File: src/rtl/nibble_serial_rbs_sub.sv
// Digit-serial ripple-borrow subtractor: D = A - B - B_In, one DIGIT_W-bit digit per clock, LSB first.
// Optional signed-overflow output V is built when NIBBLE_SERIAL_RBS_SUB_OVF_EN is defined.
//
// state | meaning
// IDLE  | ready for an operand set; in_ready=1
// RUN   | digits 0..N-1 computed one per cycle, then one cycle to hand over to DONE
// DONE  | result held with out_valid=1 until out_ready

module nibble_serial_rbs_sub #(
  parameter int unsigned WIDTH   = 32,
  parameter int unsigned DIGIT_W = 4
) (
  input  logic             clk,
  input  logic             rst_n,
  input  logic [WIDTH-1:0] A,
  input  logic [WIDTH-1:0] B,
  input  logic             B_In,
  input  logic             in_valid,
  output logic             in_ready,
  output logic [WIDTH-1:0] D,
  output logic             B_Out,
`ifdef NIBBLE_SERIAL_RBS_SUB_OVF_EN
  output logic             V,
`endif
  output logic             out_valid,
  input  logic             out_ready
);

  localparam int unsigned N  = WIDTH / DIGIT_W;
  localparam int unsigned CW = $clog2(N + 1);
  localparam logic [CW-1:0] LAST = CW'(N - 1);
  localparam logic [CW-1:0] FIN  = CW'(N);

  typedef enum logic [1:0] {IDLE, RUN, DONE} state_t;

  state_t           state_q, state_d;
  logic [WIDTH-1:0] a_q, a_d, b_q, b_d, d_q, d_d;
  logic             c_q, c_d, bout_q, bout_d;
  logic [CW-1:0]    cnt_q, cnt_d;
  logic [DIGIT_W:0] sum;
`ifdef NIBBLE_SERIAL_RBS_SUB_OVF_EN
  logic             v_q, v_d;
`endif

  always_ff @(posedge clk or negedge rst_n) begin
    if (!rst_n) begin
      state_q <= IDLE;
      a_q     <= '0;
      b_q     <= '0;
      d_q     <= '0;
      c_q     <= 1'b0;
      bout_q  <= 1'b0;
      cnt_q   <= '0;
`ifdef NIBBLE_SERIAL_RBS_SUB_OVF_EN
      v_q     <= 1'b0;
`endif
    end else begin
      state_q <= state_d;
      a_q     <= a_d;
      b_q     <= b_d;
      d_q     <= d_d;
      c_q     <= c_d;
      bout_q  <= bout_d;
      cnt_q   <= cnt_d;
`ifdef NIBBLE_SERIAL_RBS_SUB_OVF_EN
      v_q     <= v_d;
`endif
    end
  end

  // The flop holds the carry of A + ~B, i.e. the inverted borrow.
  assign sum = {1'b0, a_q[DIGIT_W-1:0]} + {1'b0, ~b_q[DIGIT_W-1:0]} + {{DIGIT_W{1'b0}}, c_q};

  always_comb begin
    state_d = state_q;
    a_d     = a_q;
    b_d     = b_q;
    d_d     = d_q;
    c_d     = c_q;
    bout_d  = bout_q;
    cnt_d   = cnt_q;
`ifdef NIBBLE_SERIAL_RBS_SUB_OVF_EN
    v_d     = v_q;
`endif
    case (state_q)
      IDLE: begin
        if (in_valid) begin
          a_d     = A;
          b_d     = B;
          c_d     = ~B_In;
          cnt_d   = '0;
`ifdef NIBBLE_SERIAL_RBS_SUB_OVF_EN
          v_d     = 1'b0;
`endif
          state_d = RUN;
        end
      end
      RUN: begin
        if (cnt_q == FIN) begin
          state_d = DONE;
        end else begin
          a_d   = a_q >> DIGIT_W;
          b_d   = b_q >> DIGIT_W;
          c_d   = sum[DIGIT_W];
          d_d   = {sum[DIGIT_W-1:0], d_q[WIDTH-1:DIGIT_W]};
          cnt_d = cnt_q + CW'(1);
          if (cnt_q == LAST) begin
            bout_d = ~sum[DIGIT_W];
`ifdef NIBBLE_SERIAL_RBS_SUB_OVF_EN
            // carry into the MSB recovered from the MSB sum bit and its operands
            v_d = (sum[DIGIT_W-1] ^ a_q[DIGIT_W-1] ^ ~b_q[DIGIT_W-1]) ^ sum[DIGIT_W];
`endif
          end
        end
      end
      DONE: begin
        if (out_ready) state_d = IDLE;
      end
      default: state_d = IDLE;
    endcase
  end

  assign in_ready  = (state_q == IDLE) && rst_n;
  assign out_valid = (state_q == DONE);
  assign D         = d_q;
  assign B_Out     = bout_q;
`ifdef NIBBLE_SERIAL_RBS_SUB_OVF_EN
  assign V         = v_q;
`endif

endmodule

File: config.mk
export PLATFORM = sky130hd
export DESIGN_NAME = nibble_serial_rbs_sub
export DESIGN_NICKNAME = d
export VERILOG_FILES = /design/src/rtl/nibble_serial_rbs_sub.sv
export SDC_FILE = /design/constraint.sdc
export NUM_CORES = 1
export LEC_CHECK = 0
export BUFFER_PORTS_ARGS = -buffer_cell sky130_fd_sc_hd__buf_2
export CAP_MARGIN = 20
export CORE_ASPECT_RATIO = 1.2
export CORE_UTILIZATION = 48
export CTS_CLUSTER_SIZE = 24
export DETAILED_ROUTE_END_ITERATION = 12
export PLACE_DENSITY = 0.82
export SLEW_MARGIN = 20
export SYNTH_ARGS = -nofsm -noshare
export SYNTH_HDL_FRONTEND = slang
export SYNTH_SLANG_ARGS = --single-unit
export TNS_END_PERCENT = 100
File: constraint.sdc
create_clock -name clk -period 1.65 [get_ports clk]
set_input_delay 0.33 -clock clk [delete_from_list [all_inputs] [get_ports clk]]
set_output_delay 0.33 -clock clk [all_outputs]
set_load 0.05 [all_outputs]
==> impl_summary.txt <==
----------------------------------------------------
[Run status]
  Outcome ... finished with violations
  Violations in the final reports ... negative setup slack

[Critical path]
  Combined buffer and inverter count along the critical path ... 3
  Critical path's largest stage delay ... about 0.42 ns
  Arrival time of data at the critical path endpoint ... 2.06 ns
  Worst flop-to-flop path endpoint ... a_q[18]
  Largest fanout of any net on the critical path ... 6
  Endpoint kind of the worst setup timing path ... register
  Cell with the largest stage delay on the worst path ... sky130_fd_sc_hd__a211o_4
  Critical setup path kind ... register to register
  Critical path required time ... 1.94 ns
  R2R Setup Slk ... -0.12 ns
  Family with the most delay on the worst path ... compound AO/OA/AOI/OAI gates
  R2R cell count ... 8
  Kind of launch point of the worst setup path ... register
  CP Cell Sequence ... inv_2, ha_4, and3b_2, a211o_4, clkinv_8, clkbuf_16, nor2_2, a31oi_1
  Beginning of the worst register-to-register path ... cnt_q[1]

[Clocking]
  Post-CTS clock slew at the launch and capture registers of the worst setup and hold paths ... roughly 0.10 ns
  Clock tree buffer depth ... 2
  CTS Root Buffer Type ... sky130_fd_sc_hd__clkbuf_8
  CTS tree ... yes
  H-tree levels ... 3
  Latest clock arrival within the worst-skew pair ... 0.37 ns
  Clock sink count ... 104
  TritonCTS Buffers ... 9

[Route]
  Via/cell ratio ... 5.40
  Highest layer used for signal routing ... met4
  Number of vias after detailed routing ... roughly 3,800
  Remaining routing DRC violations ... 0
  Detailed Routing Iterations Pass 1 ... 4
  Met2 layer wire length in the routed design ... roughly 5800 um
  Routed Antenna Nets ... 0
  Wire length on met1 ... 4730 um
  Routed length per placed instance ... 16.0 um
  WL final ... 11,300 um
  1st-iter DRT viols ... 194
  Met3 WL ... 645 um

[Floorplan]
  Starting utilization of the core area ... 0.497
  Number of top-level pins ... ~100
  Standard-cell row count ... 38
  Area of the core ... 9130 sq um
  Horiz. Die Dim ... slightly above 90 um
  Die Footprint ... between 9000 and 10,000 sq um
  Chip Height ... 109 um

[STA]
  Actual transition at the worst max-transition pin ... 0.562 ns
  Tmin final ... 1.77 ns
  Final critical-path setup slack ... -0.121 ns
  Number of setup violations in the final report ... 71
  Number of max-slew violations in the final report ... 0
  Highest achievable clock rate ... 565 MHz
  RSZ-0062 raised after global routing ... yes
  Relative slew slack ... 0.625
  Tcrit/Tclk final ... 1.07
  Endpoints failing hold ... 0
  Clock skew ... 0.0104 ns

[Finish]
  Highest-count cells in the layout ignoring fill and taps ... sky130_fd_sc_hd__nand2_1 (119), sky130_fd_sc_hd__dfrtp_1 (103), sky130_fd_sc_hd__buf_2 (100), sky130_fd_sc_hd__a31oi_1 (56), sky130_fd_sc_hd__nor2_1 (39)
  Area Overhead vs Synth ... 34.7%
  Post-layout net count ... 659
  Final Util ... 0.669
  Leading cell type in the layout, fill and taps excluded ... sky130_fd_sc_hd__nand2_1
  Fillers ... ~700
  Fraction of final layout cells sized beyond drive strength 1 ... 0.400
  Final std cell area, no fill ... 6110 sq um
  Diode count ... 0

[Place]
  Final weighted congestion of routability-driven global placement ... 0.769
  Number of port buffers ... just over 100
  Detailed placer's ending HPWL ... 6570 um
  Placement-stage cell area ... 5320 sq um

[Power and ir drop]
  Max VDD drop ... 1000 uV
  Int Power ... 0.00897 W
  Leakage dissipation ... 2.97 nW
  Share of power burned in the clock network ... 0.102
  Sequential fraction of design power ... 0.296
  Switching power summed over all nets ... 0.00710 W
  PD cells ... 2630 nW/um^2
  Fraction of power spent switching nets ... 0.442
  Power share of the combinational group ... 0.602

[Logic synthesis]
  Ys Warns ... 0
  Avg Inst Size Synth ... 10.0 sq um
  Number of synthesized flops with an enable pin ... 0
  Number of nets produced by synthesis ... 529
  Async SR Flop Fraction ... 1.00
  Netlist cell types ... 29
  Sequential share of the synthesized area ... 0.574
  Netlist area before placement ... 4540 sq um
  Synthesized netlist cell count ... between 400 and 500
  Commonest register cell after synthesis ... sky130_fd_sc_hd__dfrtp_1
  Seq cells post-synth ... 104

[Global route]
  Total grt overflow ... 0
  Total routing usage reported by global routing ... 0.209
  Pin count of the biggest net entering global routing ... around 110
  Antenna violations before repair ... 0
  First-pass GRT wire length ... 16,500 um
  Vias in the first global route ... 3,537

[Hold path]
  Hold Path Class ... primary input to asynchronous set/reset pin

[Flow run]
  Max-cap violation count ... 0

----------------------------------------------------
-- layer usage --
metal / global-route usage / vias up
met3: 0.0394 / 18
met4: 0.0691 / 0
met1: 0.274 / 1882
li1: - / 1803
met2: 0.351 / 122
met5: 0 / -
-- synthesized netlist by cell type, drive strengths merged, types with 2 or more instances --
cell type | n | area share
nor3b | 2 | 0.0033
nand3 | 2 | 0.0022
buf | 19 | 0.024
dfrtp | 104 | 0.57
a31oi | 56 | 0.077
nor2b | 2 | 0.0028
inv | 9 | 0.0074
fa | 2 | 0.0088
mux2 | 30 | 0.074
nor2 | 59 | 0.049
a21oi | 2 | 0.0022
nand2 | 120 | 0.10
o21ai | 7 | 0.0077
nand2b | 2 | 0.0028
ha | 5 | 0.014
a22o | 10 | 0.019
clkbuf | 11 | 0.0091
xor2 | 3 | 0.0058
-- cell type report --
class                           count  area [sq um]  area share
Sequential cell                   104          2600       0.426
Multi-Input combinational cell    309          1910       0.312
Timing Repair Buffer              147          1180       0.193
Tap cell                          120           150      0.0246
Clock buffer                       10           138      0.0225
Clock inverter                      6          67.6      0.0111
Inverter                           10          50.0     0.00819
Timing Repair inverter              2          17.5     0.00287
-- worst max path at each step --
stage / start / to / slack (ns) / depth (start not counted)
6_report: cnt_q[1] / a_q[18] / -0.12 / 8
5_1_grt: cnt_q[1] / b_q[19] / -0.19 / 8
4_1_cts: cnt_q[1] / b_q[23] / -0.08 / 8
3_5_place_dp: a_q[0] / c_q / -0.08 / 7
3_3_place_gp: a_q[0] / c_q / -0.006 / 7
2_1_floorplan: cnt_q[0] / a_q[10] / -0.03 / 8
-- cells by family after synthesis --
group,count (synthesis),synth area share
AOI/OAI and AO/OA,79,0.116
xor gates and xnor gates,3,0.00579
adders and majority gates,7,0.0226
buffers and inverters,40,0.0427
DFF,104,0.574
muxes,30,0.0745
and+or+nand+nor,190,0.165
-- sequential cells by signal, summed over array words and instances, names as in the netlist --
signal	count
a_q	32
cnt_q	4
c_q	1
D	32
b_q	32
B_Out	1
state_q	2
-- worst reg2reg max path: stages (launching register included) --
cell and delay [ns]:
sky130_fd_sc_hd__dfrtp_1 0.37, sky130_fd_sc_hd__inv_2 0.06, sky130_fd_sc_hd__ha_4 0.15, sky130_fd_sc_hd__and3b_2 0.21, sky130_fd_sc_hd__a211o_4 0.42, sky130_fd_sc_hd__clkinv_8 0.13
sky130_fd_sc_hd__clkbuf_16 0.16, sky130_fd_sc_hd__nor2_2 0.03, sky130_fd_sc_hd__a31oi_1 0.15
-- power by group through the flow --
stage                     clock network, W  logic [W]  registers, W
final                              0.00163    0.00968       0.00475
after global routing               0.00175     0.0105       0.00490
after CTS                          0.00164    0.00800       0.00465
after detailed placement                 0    0.00761       0.00469
after global placement                   0    0.00733       0.00460
after floorplan                          0    0.00430       0.00597
-- timing repair --
item	4_1_cts	5_1_grt
hold buffers	0	0
gates resized for setup	16	41
pin swaps	0	5
cloned	1	14
endpoints found under the setup margin	70	101
setup buffers	2	8
-- stage by stage --
step / power [W] / hold slack (ns) / std cells / setup TNS [ns] / setup slack, ns
floorplan: 0.0103 / 0.0344 / 453 / -0.804 / -0.0268
global placement: 0.0119 / 0.467 / 667 / -0.00623 / -0.00623
detailed placement: 0.0123 / 0.466 / 667 / -2.03 / -0.0757
CTS: 0.0143 / 0.0731 / 686 / -2.79 / -0.0812
global route: 0.0171 / 0.0823 / 708 / -10.76 / -0.193
finish: 0.0161 / 0.00863 / 708 / -6.58 / -0.121
Note: power is estimated with default switching activity, not from simulation.
